<file path="config.mk">
export PLATFORM = sky130hd
export DESIGN_NAME = copy_fanout
export DESIGN_NICKNAME = d
export VERILOG_FILES = /design/src/rtl/copy_fanout.sv
export SDC_FILE = /design/constraint.sdc
export NUM_CORES = 1
export LEC_CHECK = 0
export CAP_MARGIN = 20
export CORE_UTILIZATION = 50
export DETAILED_ROUTE_END_ITERATION = 16
export DONT_BUFFER_PORTS = 1
export GPL_TIMING_DRIVEN = 0
export HOLD_SLACK_MARGIN = 0.08
export SKIP_CTS_REPAIR_TIMING = 1
export SLEW_MARGIN = 30
export SYNTH_ARGS = -nofsm -noshare
export SYNTH_HDL_FRONTEND = slang
export SYNTH_SLANG_ARGS = --single-unit
</file>
<file path="constraint.sdc">
create_clock -name CLK -period 2 [get_ports CLK]
set_input_delay 0.2 -clock CLK [delete_from_list [all_inputs] [get_ports CLK]]
set_output_delay 0.2 -clock CLK [all_outputs]
set_load 0.03 [all_outputs]
</file>
<file path="src/rtl/copy_fanout.sv">
// Packet copy fan-out stage: captures one packet from a 4-phase upstream
// handshake and emits 1..8 copies downstream with incrementing destinations.
module copy_fanout #(
  parameter int DW = 16,
  parameter int AW = 8
) (
  input  logic          CLK,
  input  logic          MR,
  input  logic          Send_in,
  output logic          Ack_out,
  input  logic [DW-1:0] data_in,
  input  logic [AW-1:0] dst_in,
  input  logic [2:0]    ncpy_in,
  input  logic          cpy,
  input  logic          exb,
  output logic          Send_out,
  input  logic          Ack_in,
  output logic [DW-1:0] data_out,
  output logic [AW-1:0] dst_out,
  output logic          last_out,
  output logic          CP,
  output logic          busy
);

  typedef enum logic [1:0] {
    IDLE = 2'd0,
    SEND = 2'd1,
    RTZ  = 2'd2
  } state_t;

  state_t        state_reg, state_next;
  logic [2:0]    idx_reg, idx_next;
  logic [2:0]    last_idx_reg;
  logic [DW-1:0] data_reg;
  logic [AW-1:0] dst_reg;
  logic          ack_reg, ack_next;
  logic          cp_reg;
  logic          capture;

  // A new packet is only accepted once the previous upstream handshake has
  // fully returned to zero and no copies are outstanding.
  assign capture = (state_reg == IDLE) && !ack_reg && Send_in;

  always_comb begin
    state_next = state_reg;
    idx_next   = idx_reg;
    ack_next   = ack_reg;

    if (capture) begin
      ack_next = 1'b1;
      if (!exb) begin
        state_next = SEND;
        idx_next   = 3'd0;
      end
    end else if (ack_reg && !Send_in) begin
      ack_next = 1'b0;
    end

    case (state_reg)
      SEND: begin
        if (Ack_in) state_next = RTZ;
      end
      RTZ: begin
        if (!Ack_in) begin
          if (idx_reg == last_idx_reg) begin
            state_next = IDLE;
          end else begin
            idx_next   = idx_reg + 3'd1;
            state_next = SEND;
          end
        end
      end
      default: ;
    endcase
  end

  always_ff @(posedge CLK) begin
    if (MR) begin
      state_reg    <= IDLE;
      idx_reg      <= 3'd0;
      last_idx_reg <= 3'd0;
      data_reg     <= '0;
      dst_reg      <= '0;
      ack_reg      <= 1'b0;
      cp_reg       <= 1'b0;
    end else begin
      state_reg <= state_next;
      idx_reg   <= idx_next;
      ack_reg   <= ack_next;
      cp_reg    <= capture;
      if (capture) begin
        data_reg     <= data_in;
        dst_reg      <= dst_in;
        last_idx_reg <= cpy ? ncpy_in : 3'd0;
      end
    end
  end

  // Destination wraps naturally in AW bits.
  assign dst_out  = dst_reg + AW'(idx_reg);
  assign data_out = data_reg;
  assign Send_out = (state_reg == SEND);
  assign busy     = (state_reg != IDLE);
  assign last_out = busy && (idx_reg == last_idx_reg);
  assign Ack_out  = ack_reg;
  assign CP       = cp_reg;

endmodule

</file>
# --- After elaboration in Yosys (flattened, before gate mapping) ---
# Cells that the tools add are included.
# W data, S select, Z words.
totals:
  elab_cells: 35
  in_bits: 33
  regBits: 34
  output_inout_bits: 29
classes:
  muxes: 14
  n_eq_ne: 3
  reduce_logical: 9
  n_addsub: 2
ops:
  columns: ["op", "n"]
  rows:
  - ["$mux W3", 6]
  - ["$add A8 B3 Y8", 1]
  - ["$mux W2", 4]
  - ["$logic_and A1 B1 Y1", 4]
  - ["$pmux W2 S2", 1]
  - ["$reduce_bool A2 Y1", 2]
  - ["$add A3 B1 Y3 const B", 1]
  - ["$eq A3 B3 Y1", 1]
  - ["$mux W1", 3]
  - ["$eq A2 B1 Y1 const B", 1]
  - ["$eq A2 B2 Y1 const B", 1]
  - ["$logic_not A1 Y1", 2]
  - ["$logic_not A2 Y1", 1]

# --- Depth between registers and ports, before layout ---
# Gate-level depths: netlist of the first run.
depth:
  word_depth: 7
  ltp_mapped: 7

# --- Least setup slack after synthesis of the first run ---
# Ideal clock, no wire load.
synth_path:
  kind: "register -> output"
  from: "register idx_reg[0]"
  to: "output port dst_out[6]"
  path_stages_with_launch: 7
  t_arrival_ps: 1795
  slack_ps: 5
  path_cell_list: "dfxtp_1 > ha_1 > inv_1 > fa_1 > nor2b_1 > o2111ai_1 > xnor2_1"
synth_between:
  elab_chain_len: 1
synth_rtl:
  columns: ["element", "line_no", "text"]
  rows:
  - ["start, declared", "32", "logic [2:0] idx_reg, idx_next;"]
  - ["start signal, assigned", "88", "idx_reg <= idx_next;"]
  - ["$add A8 B3 Y8", "100", "assign dst_out = dst_reg + AW'(idx_reg);"]
  - ["end, declared", "19", "output logic [AW-1:0] dst_out,"]
# Every way passes these cells.

# --- Final worst setup path of the first run ---
# Same ends and word-level chain as after synthesis.

==> results of run 1 <==
worst paths after layout:
| check | depth (start not counted) | startpoint | end |
|---|---|---|---|
| worst max-delay path | 6 | idx_reg[0] | dst_out[6] |
| worst min-delay path | 3 | Ack_in | state_reg[0] |
| worst min register to register | 2 | last_idx_reg[2] | last_idx_reg[2] |
| worst max register to register | 7 | state_reg[1] | data_out[5] |
placed cells by master (no fill, tap or decap), types with 2 or more instances in the layout:
cell type      count
dfxtp_2            2
clkbuf_4           5
buf_2              4
dfxtp_1           30
ha_1               5
buf_4              3
inv_1              7
nor2_1             5
nand3b_1           5
nand2_1           58
nor2_2             2
xnor2_1            4
a21oi_1           29
clkbuf_1           4
dlygate4sd3_1     30
xnor2_2            2
nand3_1            4
ha_4               2
dfxtp_4            2
layout make-up:
cell class	count	area, µm²	share of cell area
flip-flops and latches	34	691	0.330
plain buffers	8	35.0	0.0168
multi-input cells	136	910	0.435
clock inverters	2	12.5	0.00598
repair buffers	33	323	0.154
clock buffers	6	51.3	0.0245
well taps	31	38.8	0.0186
inverters	8	30.0	0.0144
synthesized netlist by cell type (all sizes together), types with 2 or more instances:
cell type,instances,area (µm²)
inv,8,30.0
dfxtp,34,681
ha,7,87.6
xnor2,7,61.3
buf,5,23.8
nor3,2,10.0
nor2,7,28.8
xor2,2,17.5
clkbuf,4,15.0
nand3,4,20.0
o21ai,2,10.0
a21oi,30,150
nor2b,2,12.5
nand2,58,218
nand3b,5,37.5
power by group through the flow:
stage	logic, mW	registers (mW)	clock network [mW]
after floorplan	0.147	0.800	0
after global placement	0.168	0.807	0
after detailed placement	0.175	0.809	0
after CTS	0.175	0.793	0.412
after global routing	0.259	0.803	0.448
final	0.235	0.798	0.403
worst min-delay path, cell delays in order:
cell	delay [ps]
nor2b_1	20
o2bb2ai_1	120
a21oi_1	60
metrics by stage:
step	cell area, µm²	hold slack, ps
floorplan	1520	336
global route	2090	84.8
CTS	1620	-27.0
detailed placement	1560	342
global placement	1560	338
finish	2090	99.2
routing by layer:
metal,GRT usage,wire length (µm),vias to the layer above
li1,-,-,686
met1,0.241,1510,655
met2,0.343,1960,35
met3,0.0907,182,5
met4,0.0627,38,0
met5,0,0,-
kinds of logic (layout without fill, tap and decap cells):
group	count (synthesis)	in the layout	share of synthesized area
and+or+nand+nor	80	80	0.224
AOI/OAI and AO/OA	38	38	0.149
DFF	34	34	0.448
buffers and inverters	17	57	0.0453
xor gates and xnor gates	9	9	0.0519
adders and majority gates	8	8	0.0709
muxes	1	1	0.00989
==> key figures, run 1 <==
Die
  • Core footprint: 0.00281 mm²
  • Die ar.: about 0.0033 mm²
  • Starting Density: 0.541
  • Ports: slightly above 60
  • Die Span X: between 50 and 60 µm
  • # rows: 19
  • Die Span Y: between 50 and 60 µm

Timing
  • Period utilization: 1.08
  • Fin Setup TNS: -429 ps
  • Final slew viol count: 0
  • Max Freq: around 460 MHz
  • Max_slew headroom: 0.543
  • Setup-failing EPs final: 4
  • RSZ-0062 raised after global routing: yes
  • Max Clock Skew: 9.41 ps
  • Final hold vios: 0
  • Worst Tran Pin Value: slightly below 700 ps
  • Final worst slack: -161 ps
  • Min Tclk post-route: between 2000 and 2500 ps

Critical path
  • Critical path's slowest cell: fa_2
  • Critical Path Source Type: flip-flop
  • CP cell instances: ha_4 > inv_2 > fa_2 > nor2b_4 > o2111ai_4 > xnor2_4
  • R2r setup slk: ~270 ps
  • Worst Setup End Kind: output port
  • Crit path max fanout: 3
  • Critical path type: reg -> out
  • Critical path arrival: 1960 ps
  • Worst EP required: 1800 ps
  • Worst path top cell family by delay: adder cells
  • CP bufs+invs: 1
  • CP max stage delay: 410 ps

Power and ir drop
  • Sequential share of power: 0.556
  • Sw Share: 0.315
  • Static Leak: between 0.8 and 0.9 nW
  • Pwr dens: 687 mW/mm²
  • Overall Power: between 1 and 1.5 mW
  • Pint: 983 µW
  • Worst ir drop on vdd: 0.000616 V
  • NetSw: between 400 and 500 µW
  • Logic pwr share: 0.164
  • Clock network fraction of design power: 0.281

Finish
  • Share of cells above drive strength 1: 0.167
  • Antenna Cells: 0
  • Fillers: about 220
  • Layout Cells excl Fill: roughly 260
  • Area grow syn2layout: 37.8%
  • Final nets: roughly 270
  • Max FFs per register: 16
  • Final Util: 0.745

Run
  • Max Cap Viol: 0

Place
  • Input/output buffers: 0
  • Routability cong.: 0.741
  • Worst slack at placement: -138 ps
  • Placed Cells: 218
  • Final HPWL DP: between 2000 and 2500 µm

Global route
  • First-pass GRT wire length: approximately 5100 µm
  • Initial antenna violation count: 0
  • Overall global routing resource usage: 0.206
  • Largest net degree at the start of global routing: 12
  • Total gr overflow: 0
  • Vias in the first global route: about 1200

Drt
  • Routed wire length: about 3700 µm
  • Via Count: 1381
  • Routed vias/inst: ~5.4
  • Drt wl/cell: 14.3 µm
  • Antenna-violating nets left: 0
  • 1st-iter DRT viols: 76
  • Pre-antenna DRT Iters: 11
  • DRC viols: 6

Clocking
  • Clock buffer depth: 2
  • CTS tree: done
  • Root Buffer: clkbuf_4
  • TritonCTS sink count: 34
  • Worst-Skew Late Latency: approximately 340 ps
  • Clock slew at reported path FFs: roughly 110 ps
  • CTS HTree Levels: 2
  • Inserted Clock Buffers: 5

Synthesis
  • Ys async rst share: 0
  • Yosys cell types: 27
  • Sequential share of the synthesized area: 0.448
  • Syn Inst Count: ~190
  • Number of synthesized flops with an enable pin: 0
  • Syn avg cell area: between 8 and 9 µm²
  • Yosys warning total: 0
  • Ys flop type: dfxtp_1
  • Mapped Nets: around 230
  • Mapped cell area: 0.00152 mm²
  • Seq cells post-synth: 34

Outcome
  • Failing checks: design-rule violations, negative setup slack
  • Status: finished, violations left

Min path
  • HP Class: in -> reg
Note: power is estimated with default switching activity, not from simulation.
==> run 2, diff against run 1 <==
- ABC_AREA: not set -> 1
- CORE_MARGIN: not set -> 2
- GPL_ROUTABILITY_DRIVEN: not set -> 0
==> key figures, run 2 <==
Critical path
  • Worst EP required: 1800 ps (about the same)
  • Critical path arrival: 1910 ps (-50 ps)
  • Critical Path Source Type: flip-flop
  • Worst Setup End Kind: output port
  • Crit path max fanout: 3 (unchanged)
  • R2r setup slk: 400 ps (+130 ps)
  • Critical path type: reg -> out

Drt
  • Via Count: 1456 (+5.4%)
  • Drt wl/cell: 13.6 µm (-5.3%)
  • 1st-iter DRT viols: 59 (-22%)
  • Antenna-violating nets left: 0 (unchanged)
  • Met3 WL: 259 µm (+42%)
  • Pre-antenna DRT Iters: 5 (-6)
  • DRC viols: 0 (-6)
  • M1 WL: 1620 µm (+7.4%)
  • Routed wire length: 3800 µm (+2.8%)
  • Max layer used: met4
  • Routed vias/inst: 5.20 (-2.9%)
  • Wire length on met2: 1870 µm (-4.6%)

Die
  • Ports: 62 (unchanged)
  • Die ar.: 0.00358 mm² (+9.8%)
  • Die Span Y: 59.8 µm (+4.8%)
  • Starting Density: 0.519 (-0.0219)
  • Core footprint: 0.00300 mm² (+7.0%)
  • # rows: 20 (+1)
  • Die Span X: 59.8 µm (+4.8%)

Timing
  • RSZ-0062 raised after global routing: yes
  • Max_slew headroom: 0.548 (+0.00538)
  • Period utilization: 1.05 (-0.0260)
  • Setup-failing EPs final: 3 (-1)
  • Min Tclk post-route: 2110 ps (-52.1 ps)
  • Final worst slack: -109 ps (+52.1 ps)
  • Worst Tran Pin Value: 673 ps (-8.02 ps)
  • Max Clock Skew: 5.86 ps (-3.55 ps)
  • Hold_ws: 59.6 ps (-39.6 ps)
  • Final hold vios: 0 (unchanged)
  • Fin Setup TNS: -242 ps (+186 ps)
  • Final slew viol count: 0 (unchanged)
  • Max Freq: 474 MHz (+2.5%)

Clocking
  • Clock buffer depth: 2 (unchanged)
  • Inserted Clock Buffers: 5 (unchanged)
  • Root Buffer: clkbuf_4
  • Worst-Skew Late Latency: 340 ps (about the same)
  • CTS tree: done
  • TritonCTS sink count: 34 (unchanged)
  • Clock slew at reported path FFs: 100 ps (about the same)
  • CTS HTree Levels: 2 (unchanged)

Finish
  • Layout Cells excl Fill: 280 (+8.5%)
  • Final Util: 0.686 (-0.0591)
  • Most frequent cells in the layout: nor2_1, dfxtp_1, nand2_1
  • Final instance area: 0.00206 mm² (-1.4%)
  • Most common cell after layout, fill and taps aside: nor2_1
  • Area grow syn2layout: 32.2%
  • Max FFs per register: 16 (unchanged)
  • Antenna Cells: 0 (unchanged)
  • Share of cells above drive strength 1: 0.146 (-0.0217)
  • Final nets: 287 (+7.5%)

Synthesis
  • Post-synth top cells: nor2_1, dfxtp_1, nand2_1
  • Sequential share of the synthesized area: 0.437 (-0.0119)
  • Cell with the most instances after synthesis: nor2_1
  • Yosys cell types: 25 (-7.4%)
  • Number of synthesized flops with an enable pin: 0 (unchanged)
  • Synth top area cells: dfxtp_1, nor2_1, o21ai_0
  • Syn Inst Count: 211 (+13%)
  • Ys async rst share: 0 (unchanged)
  • Mapped cell area: 0.00156 mm² (+2.7%)
  • Seq cells post-synth: 34 (unchanged)
  • Yosys warning total: 0 (unchanged)
  • Syn avg cell area: 7.39 µm² (-9.0%)
  • Share of the synthesized area in the top cell type: 0.437 (-0.0119)
  • Yosys top cell by area: dfxtp_1
  • Mapped Nets: 252 (+11%)
  • Ys flop type: dfxtp_1

Place
  • Placed Cells: 244 (+12%)
  • Final HPWL DP: 2580 µm (+6.3%)
  • DP Area: 0.00160 mm² (+2.8%)
  • Input/output buffers: 0 (unchanged)
  • Worst slack at placement: -115 ps (+23.5 ps)

Run
  • Max Cap Viol: 0 (unchanged)

Power and ir drop
  • Pwr dens: 735 mW/mm² (+7.0%)
  • Static Leak: 0.887 nW (+9.2%)
  • Overall Power: 1.51 mW (+5.5%)
  • Worst ir drop on vdd: 0.000599 V (-2.8%)

Global route
  • First-pass GRT wire length: 5530 µm (+8.7%)
  • Initial antenna violation count: 0 (unchanged)
  • Vias in the first global route: 1250 (+7.2%)
  • Overall global routing resource usage: 0.206 (-0.000867)
  • Total gr overflow: 0 (unchanged)
  • Largest net degree at the start of global routing: 12 (unchanged)

Min path
  • HP Class: in -> reg

Outcome
  • Status: finished, violations left
  • Failing checks: negative setup slack
[run 2: final timing paths]
| kind | start | end | cells after the start |
|---|---|---|---|
| max | idx_reg[0] | dst_out[6] | 6 |
| min | dst_in[7] | dst_reg[7] | 2 |
| max reg2reg | state_reg[1] | data_out[14] | 8 |
| min reg2reg | last_idx_reg[0] | last_idx_reg[0] | 2 |
[run 2: logic make-up (layout without fill, tap and decap cells)]
| kind of cell | after synthesis | in the layout | share of synthesized area |
|---|---|---|---|
| AO/OA/AOI/OAI | 39 | 39 | 0.132 |
| adder cells (fa/ha/maj) | 8 | 8 | 0.0690 |
| XOR/XNOR | 6 | 6 | 0.0337 |
| AND/OR/NAND/NOR | 94 | 94 | 0.244 |
| buffers and inverters | 30 | 66 | 0.0843 |
| flip-flops | 34 | 34 | 0.437 |
[run 2: layer usage]
layer / up-vias / global-route usage
met4: 0 / 0.0571
met2: 44 / 0.326
li1: 737 / -
met3: 9 / 0.0887
met1: 666 / 0.254
met5: - / 0
[run 2: layout make-up]
type                            count  area [µm²]
Buffer                              9        52.6
Clock buffer                        6        51.3
Clock inverter                      2        12.5
Fill cell                         243         942
Inverter                           21        78.8
Multi-Input combinational cell    147         858
Sequential cell                    34         688
Tap cell                           33        41.3
Timing Repair Buffer               28         278
[run 2: critical path: stages (launching register included)]
cell     delay [ps]
dfxtp_4         380
ha_4            130
inv_2            40
fa_2            420
o21ai_4         200
nand3_4         120
xor2_4          300
[run 2: power by group]
group / switching [mW] / internal (mW)
registers: 0.104 / 0.730
logic: 0.170 / 0.107
clock network: 0.234 / 0.169
